## config.mk

```make
export PLATFORM = sky130hd
export DESIGN_NAME = bmp_stream_parser
export DESIGN_NICKNAME = d
export VERILOG_FILES = /design/src/rtl/bmp_stream_parser.sv
export SDC_FILE = /design/constraint.sdc
export NUM_CORES = 1
export LEC_CHECK = 0
export ABC_AREA = 0
export CAP_MARGIN = 20
export CORE_UTILIZATION = 30
export DETAILED_ROUTE_END_ITERATION = 8
export GPL_ROUTABILITY_DRIVEN = 0
export SYNTH_ARGS = -nofsm -noshare
export SYNTH_HDL_FRONTEND = slang
export SYNTH_SLANG_ARGS = --single-unit
```

## constraint.sdc

```tcl
create_clock -name clk -period 6.3 [get_ports clk]
set_clock_uncertainty 0.1 [all_clocks]
set_input_delay 1.26 -clock clk [delete_from_list [all_inputs] [get_ports clk]]
set_output_delay 1.26 -clock clk [all_outputs]
set_load 0.01 [all_outputs]
```

## src/rtl/bmp_stream_parser.sv

```systemverilog
// bmp_stream_parser: parses BMP file/info headers and realigns the pixel payload into packed 32-bit words (BMP_BITCOUNT_CHECK_EN enables the bit_count check)
module bmp_stream_parser #(
    parameter int DATA_WIDTH = 32,
    parameter int MIN_OFFSET = 30
) (
    input  logic                  clk,
    input  logic                  rst,
    input  logic                  start,
    input  logic [DATA_WIDTH-1:0] in_data,
    input  logic                  in_valid,
    output logic                  in_ready,
    output logic [DATA_WIDTH-1:0] out_data,
    output logic                  out_valid,
    input  logic                  out_ready,
    output logic                  out_last,
    output logic [2:0]            out_bytes,
    output logic [31:0]           file_size,
    output logic [31:0]           data_offset,
    output logic [31:0]           img_width,
    output logic [31:0]           img_height,
    output logic [15:0]           bit_count,
    output logic                  hdr_valid,
    output logic                  done,
    output logic                  err
);
    typedef enum logic [2:0] {IDLE, PARSE, FLUSH, DONE, ERR} state_t;
`ifdef BMP_BITCOUNT_CHECK_EN
    localparam bit BC_CHK = 1'b1;
`else
    localparam bit BC_CHK = 1'b0;
`endif
    state_t      state_q, state_d;
    logic [31:0] byte_cnt_q, byte_cnt_d, fs_q, fs_d, off_q, off_d, wid_q, wid_d, hgt_q, hgt_d;
    logic [15:0] bc_q, bc_d;
    logic        hv_q, hv_d;
    logic [3:0]  fill_q, fill_d, fill_s;
    logic [63:0] buf_q, buf_d, buf_s;
    logic [3:0]  pay;
    logic [2:0]  n;
    logic [1:0]  lo;
    logic [31:0] lo_b, w;
    logic        in_fire, out_fire, bad, flush;
    logic [7:0]  b0, b1, b2, b3;

    assign {b0, b1, b2, b3} = in_data;
    assign in_ready  = state_q == PARSE && fill_q <= 4'd4;
    assign out_valid = (state_q == PARSE && fill_q >= 4'd4) || (state_q == FLUSH && fill_q != 4'd0);
    assign out_last  = state_q == FLUSH && fill_q <= 4'd4;
    assign out_bytes = fill_q >= 4'd4 ? 3'd4 : fill_q[2:0];
    assign out_data  = buf_q[63:32];
    assign in_fire   = in_valid && in_ready;
    assign out_fire  = out_valid && out_ready;
    assign lo_b      = off_q > 32'(MIN_OFFSET) ? off_q : 32'(MIN_OFFSET);
    for (genvar l = 0; l < 4; l++) begin : g_lane
        assign pay[l] = byte_cnt_q + 32'(l) >= lo_b && byte_cnt_q + 32'(l) < fs_q;
    end
    // payload lanes of one word are contiguous, so left-justify them and mask off the tail
    assign n      = 3'(pay[0]) + 3'(pay[1]) + 3'(pay[2]) + 3'(pay[3]);
    assign lo     = pay[0] ? 2'd0 : pay[1] ? 2'd1 : pay[2] ? 2'd2 : 2'd3;
    assign w      = (in_data << {lo, 3'b000}) & ~(32'hFFFF_FFFF >> {n, 3'b000});
    assign fill_s = fill_q - (out_fire ? {1'b0, out_bytes} : 4'd0);
    assign buf_s  = out_fire ? {buf_q[31:0], 32'd0} : buf_q;
    assign flush  = byte_cnt_q >= 32'd28 && {1'b0, byte_cnt_q} + 33'd4 >= {1'b0, fs_q};
    assign file_size   = fs_q;
    assign data_offset = off_q;
    assign img_width   = wid_q;
    assign img_height  = hgt_q;
    assign bit_count   = bc_q;
    assign hdr_valid   = hv_q;
    assign done        = state_q == DONE;
    assign err         = state_q == ERR;

    // header capture, buffer shift/append and state sequencing
    always_comb begin
        state_d    = state_q;
        byte_cnt_d = byte_cnt_q;
        fs_d       = fs_q;
        off_d      = off_q;
        wid_d      = wid_q;
        hgt_d      = hgt_q;
        bc_d       = bc_q;
        hv_d       = hv_q;
        fill_d     = fill_s;
        buf_d      = buf_s;
        bad        = 1'b0;
        if (in_fire) begin
            byte_cnt_d = byte_cnt_q + 32'd4;
            fill_d     = fill_s + {1'b0, n};
            buf_d      = buf_s | ({w, 32'd0} >> {fill_s, 3'b000});
            if (byte_cnt_q < 32'd32) begin
                case (byte_cnt_q[4:2])
                    3'd0: begin fs_d[15:0] = {b3, b2}; bad = b0 != 8'h42 || b1 != 8'h4D; end
                    3'd1: fs_d[31:16] = {b1, b0};
                    3'd2: off_d[15:0] = {b3, b2};
                    3'd3: begin off_d[31:16] = {b1, b0}; bad = off_d < 32'(MIN_OFFSET) || off_d > fs_q; end
                    3'd4: wid_d[15:0] = {b3, b2};
                    3'd5: begin wid_d[31:16] = {b1, b0}; hgt_d[15:0] = {b3, b2}; end
                    3'd6: hgt_d[31:16] = {b1, b0};
                    default: begin bc_d = {b1, b0}; hv_d = 1'b1; bad = BC_CHK && bc_d != 16'd24 && bc_d != 16'd32; end
                endcase
            end
        end
        case (state_q)
            PARSE: begin
                if (bad) begin
                    state_d = ERR;
                    fill_d  = 4'd0;
                    buf_d   = '0;
                    hv_d    = 1'b0;
                end else if (in_fire && flush) state_d = FLUSH;
            end
            FLUSH: if (fill_q == 4'd0 || (out_fire && out_last)) state_d = DONE;
            default: begin
                if (start) begin
                    state_d    = PARSE;
                    byte_cnt_d = '0;
                    fs_d       = '0;
                    off_d      = '0;
                    wid_d      = '0;
                    hgt_d      = '0;
                    bc_d       = '0;
                    hv_d       = 1'b0;
                    fill_d     = 4'd0;
                    buf_d      = '0;
                end
            end
        endcase
    end

    // state registers
    always_ff @(posedge clk) begin
        if (rst) begin
            state_q    <= IDLE;
            byte_cnt_q <= '0;
            fs_q       <= '0;
            off_q      <= '0;
            wid_q      <= '0;
            hgt_q      <= '0;
            bc_q       <= '0;
            hv_q       <= 1'b0;
            fill_q     <= 4'd0;
            buf_q      <= '0;
        end else begin
            state_q    <= state_d;
            byte_cnt_q <= byte_cnt_d;
            fs_q       <= fs_d;
            off_q      <= off_d;
            wid_q      <= wid_d;
            hgt_q      <= hgt_d;
            bc_q       <= bc_d;
            hv_q       <= hv_d;
            fill_q     <= fill_d;
            buf_q      <= buf_d;
        end
    end
endmodule

```

# Yosys cells after proc, flatten, opt, wreduce, memory -nomap -nowiden

Index checks and enable logic that the tools add are counted.
W data, S select, Z words.

Bits in registers: 248
Input port bits: 37
Output and inout bits: 185

Add/subtract/negate cells: 10
Order comparisons: 16
Equality and inequality tests: 14
Shift operators: 3
Muxes and demuxes: 61
Bitwise logic cells: 3
Reductions and logical operators: 24

Operator list:

| operator                | count |
|---|---|
| $mux W32                | 20 |
| $mux W64                | 4 |
| $mux W16                | 13 |
| $ge A32 B32 Y1          | 4 |
| $lt A32 B32 Y1          | 4 |
| $pmux W64 S2            | 1 |
| $add A32 B2 Y32 const B | 2 |
| $or A64 B64 Y64         | 1 |
| $shr A64 B7 Y64         | 1 |
| $add A32 B3 Y33 const B | 1 |
| $ge A33 B32 Y1          | 1 |
| $add A32 B1 Y32 const B | 1 |
| $add A32 B3 Y32 const B | 1 |
| $and A32 B32 Y32        | 1 |
| $ge A32 B5 Y1 const B   | 1 |
| $gt A32 B32 Y1          | 1 |
| $gt A32 B5 Y1 const B   | 1 |
| $lt A32 B5 Y1 const B   | 1 |
| $lt A32 B6 Y1 const B   | 1 |
| $not A32 Y32            | 1 |
| $shl A32 B5 Y32         | 1 |
| $shr A32 B6 Y32 const A | 1 |
| $mux W3                 | 6 |
| $ne A8 B7 Y1 const B    | 2 |
| 27 further kinds        | 60 |

# Longest topological paths before layout

Depth in word-level cells: 15
Mapped depth: 27

# Least setup slack after synthesis

OpenSTA, ideal clock, no wires.

Kind: register -> register
From: reg off_q[13], in the netlist data_offset[13]
To: reg buf_q[18]
Setup time: 0.123 ns
Arrival time: 5.688 ns
Data required time: 6.077 ns
Slack: 0.390 ns
Stages on the path, launching flop included: 25
Buffers on the path: 2
Clock period less this slack: 5.910 ns
Cells stage by stage: dfxtp_1 > or4_1 > or3_1 > buf_2 > nor2_1 > nor2_1 > ha_1 > a21oi_1 > a21oi_1 > nand3_1 > o21ai_0 > a221oi_1 > or4_1 > fa_1 > inv_1 > ha_1 > ha_1 > nor3_1 > or2_2 > clkbuf_1 > o22ai_1 > mux2_2 > a22o_1 > a222oi_1 > inv_1

Word-level cells in the longest chain between the ends: 15

Ends and longest elaborated chain:

| item                               | line     | text |
|---|---|---|
| start, declared                    | 33       | `logic [31:0] byte_cnt_q, byte_cnt_d, fs_q, fs_d, off_q, off_d, wid_q, wid_d, hgt_q, hgt_d;` |
| start signal, assigned             | 136      | `off_q <= '0;` |
| start signal, assigned             | 147      | `off_q <= off_d;` |
| $gt A32 B5 Y1                      | 53       | `assign lo_b = off_q > 32'(MIN_OFFSET) ? off_q : 32'(MIN_OFFSET);` |
| $mux W32                           | 53       |  |
| $ge A32 B32 Y1                     | 55       | `assign pay[l] = byte_cnt_q + 32'(l) >= lo_b && byte_cnt_q + 32'(l) < fs_q;` |
| $logic_and A1 B1 Y1                | 55       |  |
| $add A1 B1 Y2                      | 58       | `assign n = 3'(pay[0]) + 3'(pay[1]) + 3'(pay[2]) + 3'(pay[3]);` |
| $add A2 B1 Y3                      | 58       |  |
| $add A3 B1 Y3                      | 58       |  |
| $shr A32 B6 Y32                    | 60       | `assign w = (in_data << {lo, 3'b000}) & ~(32'hFFFF_FFFF >> {n, 3'b000});` |
| $not A32 Y32                       | 60       |  |
| $and A32 B32 Y32                   | 60       |  |
| $shr A64 B7 Y64                    | 89       | `buf_d = buf_s \| ({w, 32'd0} >> {fill_s, 3'b000});` |
| $or A64 B64 Y64                    | 89       |  |
| $mux W64                           | 86       | `if (in_fire) begin` |
| $mux W64, on equally long branches | 114, 105 |  |
| $pmux W64 S2 (*)                   | 103      | `case (state_q)` |
| end signal, assigned               | 153      | `buf_q <= buf_d;` |
| end, declared                      | 37       | `logic [63:0] buf_q, buf_d, buf_s;` |

Mark *: on every way between the ends. The rest lies on a longest branch, timed or not.
A chain may end at the register's enable or synchronous reset.

# Worst setup path in the final report

From: reg off_q[13], in the netlist data_offset[13]
To: reg buf_q[20]

Same word-level chain as after synthesis.

==> impl_metrics.csv <==
group,metric,value,unit
synthesis,ys_seq_area_frac,0.2674,
power,ir_drop,212.2,uV
die,dieWidth,249.8,um
cells_and_area,mostFrequentLayoutCells,"nand2_1 (369), a21oi_1 (253), ha_1 (252), dfxtp_1 (246), clkdlybuf4s50_1 (221)",
cts,cts_sinks,246,
routing,drt-vias-per-instance,5.657,
critical_path,worstPathRequired,6.66,ns
outcome,status,"finished clean",
global_route,grt_pass1_wl,109.6,mm
cells_and_area,final_util,0.3664,
placed_design,post-place-ws,0.3217,ns
global_route,grt_pass1_vias,18110,
routing,wl_per_cell,22.27,um
cells_and_area,fin_cells,3276,
timing,timing.final.crit_share,0.9503,
power,total_leakage_power,8.881,nW
cts,cts_tree,"done",
synthesis,synth_area_leader_cell,"dfxtp_1",
critical_path,criticalPathCategory,"reg2reg",
die,dieArea,62390,um2
routing,drtIter0Drc,1495,
routing,first_pass_iters,8,
timing,layout_setup_ws,0.3129,ns
placed_design,dpl.hpwl,56.10,mm
synthesis,synth_area,18420,um2
timing,slew_viol_final,0,
synthesis,ys.flop_type,"dfxtp_1",
global_route,grt-ovfl-total,0,
job,maxCapViolations,0,
global_route,gr-usage-all-layers,0.2242,
cts,insertion_delay,0.58,ns
die,die_h,249.8,um
cts,htreeDepth,1,
die,initial_utilization,0.3046,
power,power.total,4.297,mW
synthesis,synth_seq_cells,246,
timing,slew_headroom,0.2936,
cts,clockBufferDepth,3,
cts,postCtsSetupBuffers,0,
routing,vias,18530,
die,io_pins,222,
cells_and_area,nets,2766,
global_route,antenna_found_initial,0,
placed_design,port_buffers,221,
cts,clk_pin_slew,0.06,ns
synthesis,synth.distinct_cells,73,
global_route,grt_start_max_net_pins,68,
die,core_area,60470,um2
routing,drc_errors,0,
cells_and_area,mostFrequentLayoutCell,"nand2_1",
worst_hold_path,hold_class,"reg2reg",
placed_design,placed_cells,3226,
synthesis,synth-async-reset-ratio,0,
synthesis,syn_area_per_cell,7.785,um2
synthesis,synthCells,2366,
critical_path,startpoint_type,"flip-flop",
cts,cts_buffers,28,
die,row_count,90,
critical_path,critPathMaxFanout,5,
cts,ctsHoldBuffers,0,
power,powerDensity,193.9,nW/um2
timing,finalSetupViolations,0,
timing,period_needed,5.987,ns
timing,fmax,167.0,MHz
synthesis,synth_top_area_share,0.2674,
routing,ant_nets,0,
routing,finalWirelength,72.95,mm
timing,hold_viol_final,0,
critical_path,critPathArrivalTime,6.35,ns
synthesis,yosys-top-cells-area,"dfxtp_1 (27%), ha_1 (17%), nand2_1 (7.5%)",
cts,root_buffer,"clkbuf_16",
timing,rsz0062_at_grt,"yes",
cells_and_area,drive_gt1_frac,0.06736,
synthesis,synth_fp_nets,2658,
synthesis,synth_edf_count,0,
cells_and_area,diodes,0,
cells_and_area,syn_to_final_growth,20.30,%
synthesis,ys.warnings.count,0,
critical_path,end_kind,"flip-flop",
timing,tightest_slew,1.057,ns
-- metrics by stage --
| stage | hold slack [ns] | setup TNS [ns] | cell area, um2 |
|---|---|---|---|
| 5_1_grt | 0.3735 | -0.01046 | 22160 |
| 3_5_place_dp | 0.3330 | 0 | 21260 |
| 6_report | 0.3397 | 0 | 22160 |
| 4_1_cts | 0.3405 | 0 | 22150 |
| 3_3_place_gp | 0.3248 | 0 | 21260 |
| 2_1_floorplan | 0.3154 | 0 | 18420 |
-- final timing paths --
kind / from / endpoint / slack, ns / cells after the start
setup / recovery: data_offset[13]$_SDFF_PP0_ / buf_q[20]$_SDFF_PP0_ / 0.31 / 22
hold / removal: buf_q[0]$_SDFF_PP0_ / buf_q[0]$_SDFF_PP0_ / 0.34 / 2
hold reg to reg: buf_q[0]$_SDFF_PP0_ / buf_q[0]$_SDFF_PP0_ / 0.34 / 2
setup reg to reg: data_offset[13]$_SDFF_PP0_ / buf_q[20]$_SDFF_PP0_ / 0.31 / 22
-- state kept, by name (all words and copies together) (netlist names) --
signal       count
buf_q           64
data_offset     32
file_size       32
img_height      32
img_width       32
byte_cnt_q      30
bit_count       16
fill_q           4
state_q          3
hdr_valid        1
-- worst max-delay path: stages, from the launching register on --
cell and delay, ns:
dfxtp_1 0.31, or4_1 0.55, or3_1 0.46, nor2_1 0.16
nor2_1 0.08, ha_1 0.29, a21oi_1 0.06, a21oi_1 0.20
nand3_1 0.09, o21ai_0 0.15, a221oi_1 0.09, or4_1 0.65
fa_1 0.55, inv_1 0.05, ha_1 0.20, ha_1 0.29
buf_4 0.14, a21oi_1 0.34, or3_1 0.29, nor3_1 0.14
a22o_1 0.29, a222oi_1 0.33, inv_1 0.07
-- where the power goes --
part	internal (mW)	switching, mW	total (mW)	leakage, nW
Combinational	0.349	0.699	1.05	6.46
Clock	0.931	0.696	1.63	0.436
Sequential	1.58	0.0377	1.62	1.98
Total	2.86	1.43	4.30	8.88
-- cell type report --
cell class,count,area (um2)
clock buffer,42,814.5
clock inverter,8,78.83
fill,6173,38310
inverter,84,315.3
multi-input combinational,1804,12170
sequential,246,4925
tap,782,978.4
timing repair buffer,310,2880
-- per-layer routing --
| metal | wire length (um) | track usage |
|---|---|---|
| met3 | 5923 | 0.04287 |
| met2 | 34210 | 0.3790 |
| met5 | 0 | 0 |
| met4 | 4446 | 0.1257 |
| met1 | 28370 | 0.2654 |
-- cell usage after synthesis, drive strengths merged, types with 18 or more instances --
cell type,count
a221oi,30
o211ai,18
nand2b,28
nor3,37
a21o,52
nor2,132
inv,84
o21ai,91
a21oi,253
dfxtp,246
nor4,22
nor2b,23
ha,252
o22ai,24
or3,21
a31oi,23
mux2i,69
clkbuf,184
xor2,35
nand2,370
nand4,42
mux2,18
buf,48
nand3,47
a211oi,29
and3,20
-- cell families after synthesis --
group	count (synthesis)	share of synthesized area
simple gates	796	0.2016
buf+inv	316	0.07370
flops	246	0.2674
fa+ha+maj	256	0.1750
xor+xnor	52	0.02473
compound gates	612	0.2072
mux	88	0.05040
-- repair_timing --
| item | 4_1_cts | 5_1_grt |
|---|---|---|
| resized for setup | 0 | 2 |
| setup endpoints to repair | 0 | 10 |
| endpoints found under the hold margin | 0 | 0 |
Power figures use the tool's default switching activity.
